`src/rtl/frame_cfg_pkg.sv`:
```
// rtl/frame_cfg_pkg.sv - shared types and header field layout for the frame config sequencer
package frame_cfg_pkg;

  typedef enum logic [2:0] {
    IDLE,
    DATA,
    CHECK,
    STROBE,
    GAP
  } state_e;

  localparam logic [3:0] OPC_FRAME_WRITE = 4'hA;

  localparam int HDR_OPC_HI = 31;
  localparam int HDR_OPC_LO = 28;
  localparam int HDR_COL_HI = 27;
  localparam int HDR_COL_LO = 20;
  localparam int HDR_FRM_HI = 19;
  localparam int HDR_FRM_LO = 12;

  // Only bits [31:12] of a header carry information.
  localparam int HDR_W       = HDR_OPC_HI - HDR_FRM_LO + 1;
  localparam int HDR_FIELD_W = HDR_COL_HI - HDR_COL_LO + 1;

  localparam int FRAMES_DONE_W = 16;

endpackage

```
`src/rtl/frame_hdr_decode.sv`:
```
// rtl/frame_hdr_decode.sv - header field extraction and range check
module frame_hdr_decode
  import frame_cfg_pkg::*;
#(
  parameter int NumColumns      = 16,
  parameter int MaxFramesPerCol = 20
) (
  input  logic [HDR_W-1:0]       hdr,
  output logic [HDR_FIELD_W-1:0] column,
  output logic [HDR_FIELD_W-1:0] frame,
  output logic                   valid
);

  logic [3:0] opcode;

  assign opcode = hdr[HDR_OPC_HI-HDR_FRM_LO : HDR_OPC_LO-HDR_FRM_LO];
  assign column = hdr[HDR_COL_HI-HDR_FRM_LO : HDR_COL_LO-HDR_FRM_LO];
  assign frame  = hdr[HDR_FRM_HI-HDR_FRM_LO : 0];

  assign valid = (opcode == OPC_FRAME_WRITE)
              && ({24'd0, column} < 32'(NumColumns))
              && ({24'd0, frame} < 32'(MaxFramesPerCol));

endmodule

```
`src/rtl/frame_config_sequencer.sv`:
```
// rtl/frame_config_sequencer.sv - sequences frame packets into row latch enables and a column frame strobe
// Define FRAME_CHECKSUM_EN to require a trailing XOR checksum word per packet.
module frame_config_sequencer
  import frame_cfg_pkg::*;
#(
  parameter int FrameBitsPerRow = 32,
  parameter int MaxFramesPerCol = 20,
  parameter int NumRows         = 16,
  parameter int NumColumns      = 16,
  parameter int ColBits         = 8
) (
  input  logic                       UserCLK,
  input  logic                       resetn,
  input  logic [FrameBitsPerRow-1:0] in_data,
  input  logic                       in_valid,
  output logic                       in_ready,
  output logic [FrameBitsPerRow-1:0] frame_data_o,
  output logic [NumRows-1:0]         row_we_o,
  output logic [ColBits-1:0]         col_sel_o,
  output logic [MaxFramesPerCol-1:0] frame_strobe_o,
  output logic                       busy,
  output logic                       cfg_error,
  output logic [FRAMES_DONE_W-1:0]   frames_done
);

  localparam int RowW = (NumRows > 1) ? $clog2(NumRows) : 1;

  state_e                 state;
  logic [RowW-1:0]        row_cnt;
  logic [HDR_FIELD_W-1:0] col_q;
  logic [HDR_FIELD_W-1:0] frm_q;
  logic [HDR_FIELD_W-1:0] hdr_col;
  logic [HDR_FIELD_W-1:0] hdr_frm;
  logic                   hdr_ok;
  logic                   xfer;
`ifdef FRAME_CHECKSUM_EN
  logic [FrameBitsPerRow-1:0] xor_acc;
`endif

  assign xfer = in_valid && in_ready;

  frame_hdr_decode #(
    .NumColumns      (NumColumns),
    .MaxFramesPerCol (MaxFramesPerCol)
  ) u_hdr_decode (
    .hdr    (in_data[HDR_OPC_HI:HDR_FRM_LO]),
    .column (hdr_col),
    .frame  (hdr_frm),
    .valid  (hdr_ok)
  );

  // in_ready and busy are registered alongside state so they track it exactly.
  always_ff @(posedge UserCLK) begin
    if (!resetn) begin
      state          <= IDLE;
      row_cnt        <= '0;
      col_q          <= '0;
      frm_q          <= '0;
      in_ready       <= 1'b0;
      frame_data_o   <= '0;
      row_we_o       <= '0;
      col_sel_o      <= '0;
      frame_strobe_o <= '0;
      busy           <= 1'b0;
      cfg_error      <= 1'b0;
      frames_done    <= '0;
`ifdef FRAME_CHECKSUM_EN
      xor_acc        <= '0;
`endif
    end else begin
      row_we_o       <= '0;
      frame_strobe_o <= '0;
      case (state)
        IDLE: begin
          in_ready <= 1'b1;
          busy     <= 1'b0;
          if (xfer) begin
            if (hdr_ok) begin
              col_q   <= hdr_col;
              frm_q   <= hdr_frm;
              row_cnt <= '0;
              state   <= DATA;
              busy    <= 1'b1;
`ifdef FRAME_CHECKSUM_EN
              xor_acc <= '0;
`endif
            end else begin
              cfg_error <= 1'b1;
            end
          end
        end
        DATA: begin
          if (xfer) begin
            frame_data_o <= in_data;
            row_we_o     <= NumRows'(1) << row_cnt;
            row_cnt      <= row_cnt + 1'b1;
`ifdef FRAME_CHECKSUM_EN
            xor_acc      <= xor_acc ^ in_data;
            if (row_cnt == RowW'(NumRows - 1)) begin
              state <= CHECK;
            end
`else
            if (row_cnt == RowW'(NumRows - 1)) begin
              state    <= STROBE;
              in_ready <= 1'b0;
            end
`endif
          end
        end
`ifdef FRAME_CHECKSUM_EN
        CHECK: begin
          if (xfer) begin
            in_ready <= 1'b0;
            if (in_data == xor_acc) begin
              state <= STROBE;
            end else begin
              // Rows stay loaded but are never committed.
              cfg_error <= 1'b1;
              state     <= GAP;
            end
          end
        end
`endif
        STROBE: begin
          col_sel_o      <= ColBits'(col_q);
          frame_strobe_o <= MaxFramesPerCol'(1) << frm_q;
          if (frames_done != '1) begin
            frames_done <= frames_done + 1'b1;
          end
          state <= GAP;
        end
        GAP: begin
          state    <= IDLE;
          in_ready <= 1'b1;
          busy     <= 1'b0;
        end
        default: begin
          state    <= IDLE;
          in_ready <= 1'b1;
          busy     <= 1'b0;
        end
      endcase
    end
  end

endmodule

```
`config.mk`:
```
export PLATFORM = sky130hd
export DESIGN_NAME = frame_config_sequencer
export DESIGN_NICKNAME = d
export VERILOG_FILES = /design/src/rtl/frame_cfg_pkg.sv /design/src/rtl/frame_hdr_decode.sv /design/src/rtl/frame_config_sequencer.sv
export SDC_FILE = /design/constraint.sdc
export NUM_CORES = 1
export LEC_CHECK = 0
export ABC_CLOCK_PERIOD_IN_PS = 1600
export BUFFER_PORTS_ARGS = -buffer_cell sky130_fd_sc_hd__clkbuf_2
export CAP_MARGIN = 10
export CELL_PAD_IN_SITES_DETAIL_PLACEMENT = 1
export CELL_PAD_IN_SITES_GLOBAL_PLACEMENT = 2
export CORE_MARGIN = 5
export CORE_UTILIZATION = 26
export DETAILED_ROUTE_END_ITERATION = 8
export GPL_TIMING_DRIVEN = 0
export PLACE_DENSITY_LB_ADDON = 0.1
export SLEW_MARGIN = 40
export SYNTH_ARGS = -nofsm -noshare
export SYNTH_HDL_FRONTEND = slang
export SYNTH_SLANG_ARGS = --single-unit
```
`constraint.sdc`:
```
create_clock -name UserCLK -period 1.6 [get_ports UserCLK]
set_clock_uncertainty 0.05 [all_clocks]
set_input_delay 0.24 -clock UserCLK [delete_from_list [all_inputs] [get_ports UserCLK]]
set_output_delay 0.24 -clock UserCLK [all_outputs]
set_load 0.03 [all_outputs]
```
* Word level (Yosys, flattened, before mapping)
Index checks and enable logic that the tools add are counted.
Widths: inputs -> output; s select.
** Operators by class
- $add $sub $neg :: 2
- Multipliers :: 0
- Divide/modulo/power cells :: 0
- $lt $le $gt $ge :: 2
- Eq/ne operators :: 9
- Shifts and indexed selects :: 2
- Muxes and demuxes :: 15
- Bitwise logic cells :: 2
- Reduce and logical (&&, ||, !) cells :: 15
** Operator list (number)
- $shl 1x8->20 const A :: 1
- $add 16x1->16 const B :: 1
- $lt 8x5->1 const B :: 2
- $ne 16x16->1 const B :: 1
- $shl 1x4->16 const A :: 1
- $mux 3 :: 4
- $mux 4 :: 3
- $reduce_and 3->1 :: 4
- $pmux 3 s3 :: 1
- $eq 4x4->1 const B :: 2
- $ne 2x2->1 const B :: 4
- $pmux 4 s2 :: 1
- $reduce_and 4->1 :: 2
- $reduce_and 2->1 :: 3
- $add 4x1->4 const B :: 1
- $mux 1 :: 4
- $pmux 1 s2 :: 2
- $eq 3x1->1 const B :: 1
- $eq 3x2->1 const B :: 1
- $logic_and 1x1->1 :: 3
- $logic_not 3->1 :: 1
- $not 1->1 :: 2
- $reduce_bool 2->1 :: 1
- $reduce_or 2->1 :: 1
** Storage, ports and cells
- Register bits after elaboration :: 118
- Bits in latches :: 0
- Bits in writable memories :: 0
- Memory bits (read-only) :: 0
- Input bits :: 35
- Memories kept :: 0

* Longest topological paths before layout
- Depth after elaboration :: 6
- Mapped depth :: 6

* Cells and area by module
A second synthesis with hierarchy kept.
** Unflattened totals
- Cell total of the unflattened synthesis :: 514
- Area total of the unflattened synthesis :: 4421.7 sq um
** Modules (own cells, without submodules)
- frame_config_sequencer :: instances 1, cells an instance 493, area each 4265.3 sq um, sequential area each 2362.3 sq um
- frame_hdr_decode :: instances 1, cells an instance 21, area each 156.4 sq um, sequential area each 0.0 sq um

* Least setup slack after synthesis
No wires, ideal clock.
- Path type :: flip-flop to flip-flop
- From :: register frames_done[0]
- To :: register frames_done[6]
- Library setup time :: 0.072 ns
- Arrival time :: 1.879 ns
- Data required time :: 1.478 ns
- Slack :: -0.401 ns
- Stages on the path, launching flop included :: 6
- Buffers on the path :: 0
- Clock period less this slack :: 2.001 ns
- Cells stage by stage :: dfxtp_1 ha_1 nand4_1 nor4_4 nand3b_1 mux2i_1
** Between the ends
- Word-level cells in the longest chain between the ends :: 2
** Ends and longest elaborated chain
- from (decl) :: line frame_config_sequencer.sv:23 : output logic [FRAMES_DONE_W-1:0] frames_done
- from (signal assigned) :: line frame_config_sequencer.sv:128 : frames_done <= frames_done + 1'b1;
- parallel branches: the longest is 2 deep, another holds $add 16x1->16
Several ways; the timed one is not identified.
A chain may end at the register's enable or synchronous reset.

* Final worst setup path
- From :: register frames_done[11]
- To :: register frames_done[6]
** Between the ends
- Word-level cells in the longest chain between the ends :: 2
** Ends and longest elaborated chain
- $ne 16x16->1 :: line frame_config_sequencer.sv:127 : if (frames_done != '1) begin
- $reduce_and 2->1 (no source line)
Every way passes these cells.

==> flow_metrics.tcl <==
set metrics [dict create \
    avgSynthCellArea_sq_um 8.72 \
    end_kind "flip-flop" \
    synth_area_leader_cell "dfxtp_1" \
    cp_slowest_stage_delay_ps 370 \
    path_delay_family "simple AND/OR/NAND/NOR gates" \
    fin_crit_ps 1570 \
    maxSlewHeadroom_pct 50.6 \
    track_usage_pct 14.9 \
    drt-pass1-iter-count 4 \
    vdd_drop_max_mv 0.687 \
    period_share_pct 98.3 \
    maxCapViolations 0 \
    start_kind "flip-flop" \
    critPathRequiredTime_ps 1880 \
    cp_num_buf_inv 2 \
    rsz0062_at_grt "true" \
    drtAntennaViolNets 0 \
    clk_pin_slew_ps 60 \
    num-fill-cells 1922 \
    insertion_delay_ps 410 \
    die_area_sq_mm 0.0193 \
    die_w_um 139 \
    synth_edf_count 0 \
    die_y_um 139 \
    viasPerCell 4.59 \
    cts.sinks 118 \
    htreeDepth 4 \
    pin_count 130 \
    clock.fmax_mhz 636 \
    diodes 0 \
    synth_top_cell_area_share_pct 54.8 \
    path_class "reg2reg" \
    yosys_warnings 0 \
    area_delta_synth_final_pct 46.1 \
    cts_buffer_depth 2 \
    dp_hpwl_um 10500 \
    p_leak_nw 2.59 \
    synthArstFlopShare_pct 0 \
    wirelength_um 14300 \
    grt_pass1_vias 4402 \
    yosys-top-cells-area "dfxtp_1 (55%), nand2_1 (10%), a21oi_1 (6.1%)" \
    num_rows 47 \
    powerDensity_mw_per_mm2 1130 \
    vias 4150 \
    overflow 0 \
    worstHoldPathType "in2reg" \
    drive_gt1_share_pct 33.5 \
    antenna_found_initial 0 \
    place.gp.congestion 0.734 \
    tritoncts "done" \
    hold_viol 0 \
    fin_nets 713 \
    synth_cells 495 \
    routedWlPerCell_um 15.8 \
    finalSetupViolations 0 \
    netlist_area_sq_mm 0.00431 \
    critPathMaxFanout 7 \
    synth_flop_cell "dfxtp_1" \
    cts-root-buf "clkbuf_16" \
    yosysSeqAreaShare_pct 54.8 \
    whs_ps 24.3 \
    cpMaxStageDelayCell "dfxtp_4" \
    synth.most_common_cell "nand2_1" \
    syn-num-nets 537 \
    ys_seq_elements 118 \
    yosysUniqueCellTypes 44 \
    total_power_mw 7.12 \
    critical_path_arrival_ps 1860 \
    initialDrtViolationCount 150 \
    ys_top_cells_by_count "nand2_1 (119), dfxtp_1 (118), a21oi_1 (53)" \
    status "completed" \
    grt_pass1_wl_um 23000 \
    core-area_sq_mm 0.0164 \
    drcViolationCount 0 \
    worst_slew_pin_slew_ps 741 \
    cts_made_buffers 17 \
    start_util_pct 26.3 \
    slew_viol_final 0 \
    crit_chain "nand4_1 -> buf_4 -> nor4_4 -> buf_6 -> nand3b_1 -> mux2i_1" \
    grt_max_degree 17 \
    port_buffers 129 \
]
-- worst paths after layout --
path | from | to | slack (ps) | depth (start not counted)
setup / recovery | frames_done[11]$_SDFFE_PN0P_ | frames_done[6]$_SDFFE_PN0P_ | 30 | 6
hold / removal | in_data[31] | frame_data_o[31]$_SDFFE_PN0P_ | 20 | 3
setup reg to reg | frames_done[11]$_SDFFE_PN0P_ | frames_done[6]$_SDFFE_PN0P_ | 30 | 6
hold reg to reg | col_q[4]$_SDFFE_PN0P_ | col_sel_o[4]$_SDFFE_PN0N_ | 400 | 2
-- through the flow --
step	std cells	utilization, %	setup WS [ps]	TNS [ps]	area, sq um
after CTS	904	38.1	-36.4	-79.4	6260
after global placement	844	32.3	-372	-17600	5290
after detailed placement	844	32.3	-450	-23770	5290
final	904	38.4	27.0	0	6300
after global routing	904	38.4	-66.6	-394	6300
after floorplan	495	-	-3.50	-3.50	4370
-- where the power goes --
part           switching (mW)  internal [mW]  total (mW)  leakage [nW]
clock network            1.36           2.65        4.01         0.305
registers             0.00283           2.93        2.93         0.963
logic                   0.111         0.0704       0.182          1.32
total                    1.47           5.65        7.12          2.59
-- cell usage in the layout (no fill, tap or decap), types with 4 or more instances in the layout --
cell type / count
buf_4: 17
inv_1: 8
nand3_1: 13
buf_6: 4
dlygate4sd3_1: 13
dfxtp_2: 12
nor3_1: 11
nand2b_1: 5
o21ai_0: 9
bufinv_16: 4
dfxtp_1: 98
clkbuf_2: 131
nor2_1: 40
dfxtp_4: 8
clkbuf_1: 13
o31ai_1: 6
nor4_1: 4
nand4_1: 8
and3_1: 9
or3_1: 5
a21oi_1: 50
ha_1: 6
mux2i_1: 12
clkbuf_16: 17
nand2_1: 118
-- logic make-up after synthesis --
family | after synthesis | share of synthesized area, %
compound gates | 79 | 10.3
flops | 118 | 54.8
simple gates | 244 | 26.7
mux | 12 | 2.78
buf+inv | 35 | 3.42
fa+ha+maj | 7 | 2.03
-- worst register-to-register path: cells and delay by family, from the launching register on --
kind | cells | cell delay, ps
AND/OR/NAND/NOR | 3 | 560
multiplexers | 1 | 170
flip-flops | 1 | 370
buffers and inverters | 2 | 350
-- layer usage --
layer | vias to the layer above | part of all wire [%] | GRT usage (%)
li1 | 2042 | - | -
met1 | 1988 | 44 | 17.7
met2 | 103 | 48 | 24.1
met3 | 17 | 6.5 | 6.10
met4 | 0 | 1.7 | 5.46
met5 | - | 0 | 0
-- flip-flops by register name, indices dropped and copies added (netlist names) --
register / cells
busy: 1
cfg_error: 1
col_q: 8
col_sel_o: 8
frame_data_o: 32
frame_strobe_o: 20
frames_done: 16
frm_q: 8
in_ready: 1
row_cnt: 4
row_we_o: 16
state: 3
-- repair_timing --
item                                    in CTS  in global routing
endpoints found under the setup margin     101                 63
hold endpoints to repair                    12                  1
gates resized for setup                     25                 17
cloned                                       1                  0
pin swaps                                    8                  7
setup buffers                               17                  1
hold buffers                                12                  1
-- cell type report --
type | instances | area, sq um | share of cell area [%]
flip-flops and latches | 118 | 2410 | 38.2
plain buffers | 22 | 121 | 1.92
inverters | 9 | 33.8 | 0.536
multi-input cells | 342 | 1910 | 30.3
clock buffers | 20 | 447 | 7.08
well taps | 220 | 275 | 4.37
repair buffers | 161 | 936 | 14.8
clock inverters | 12 | 175 | 2.78
No activity file was read; power rests on OpenSTA's default activity.
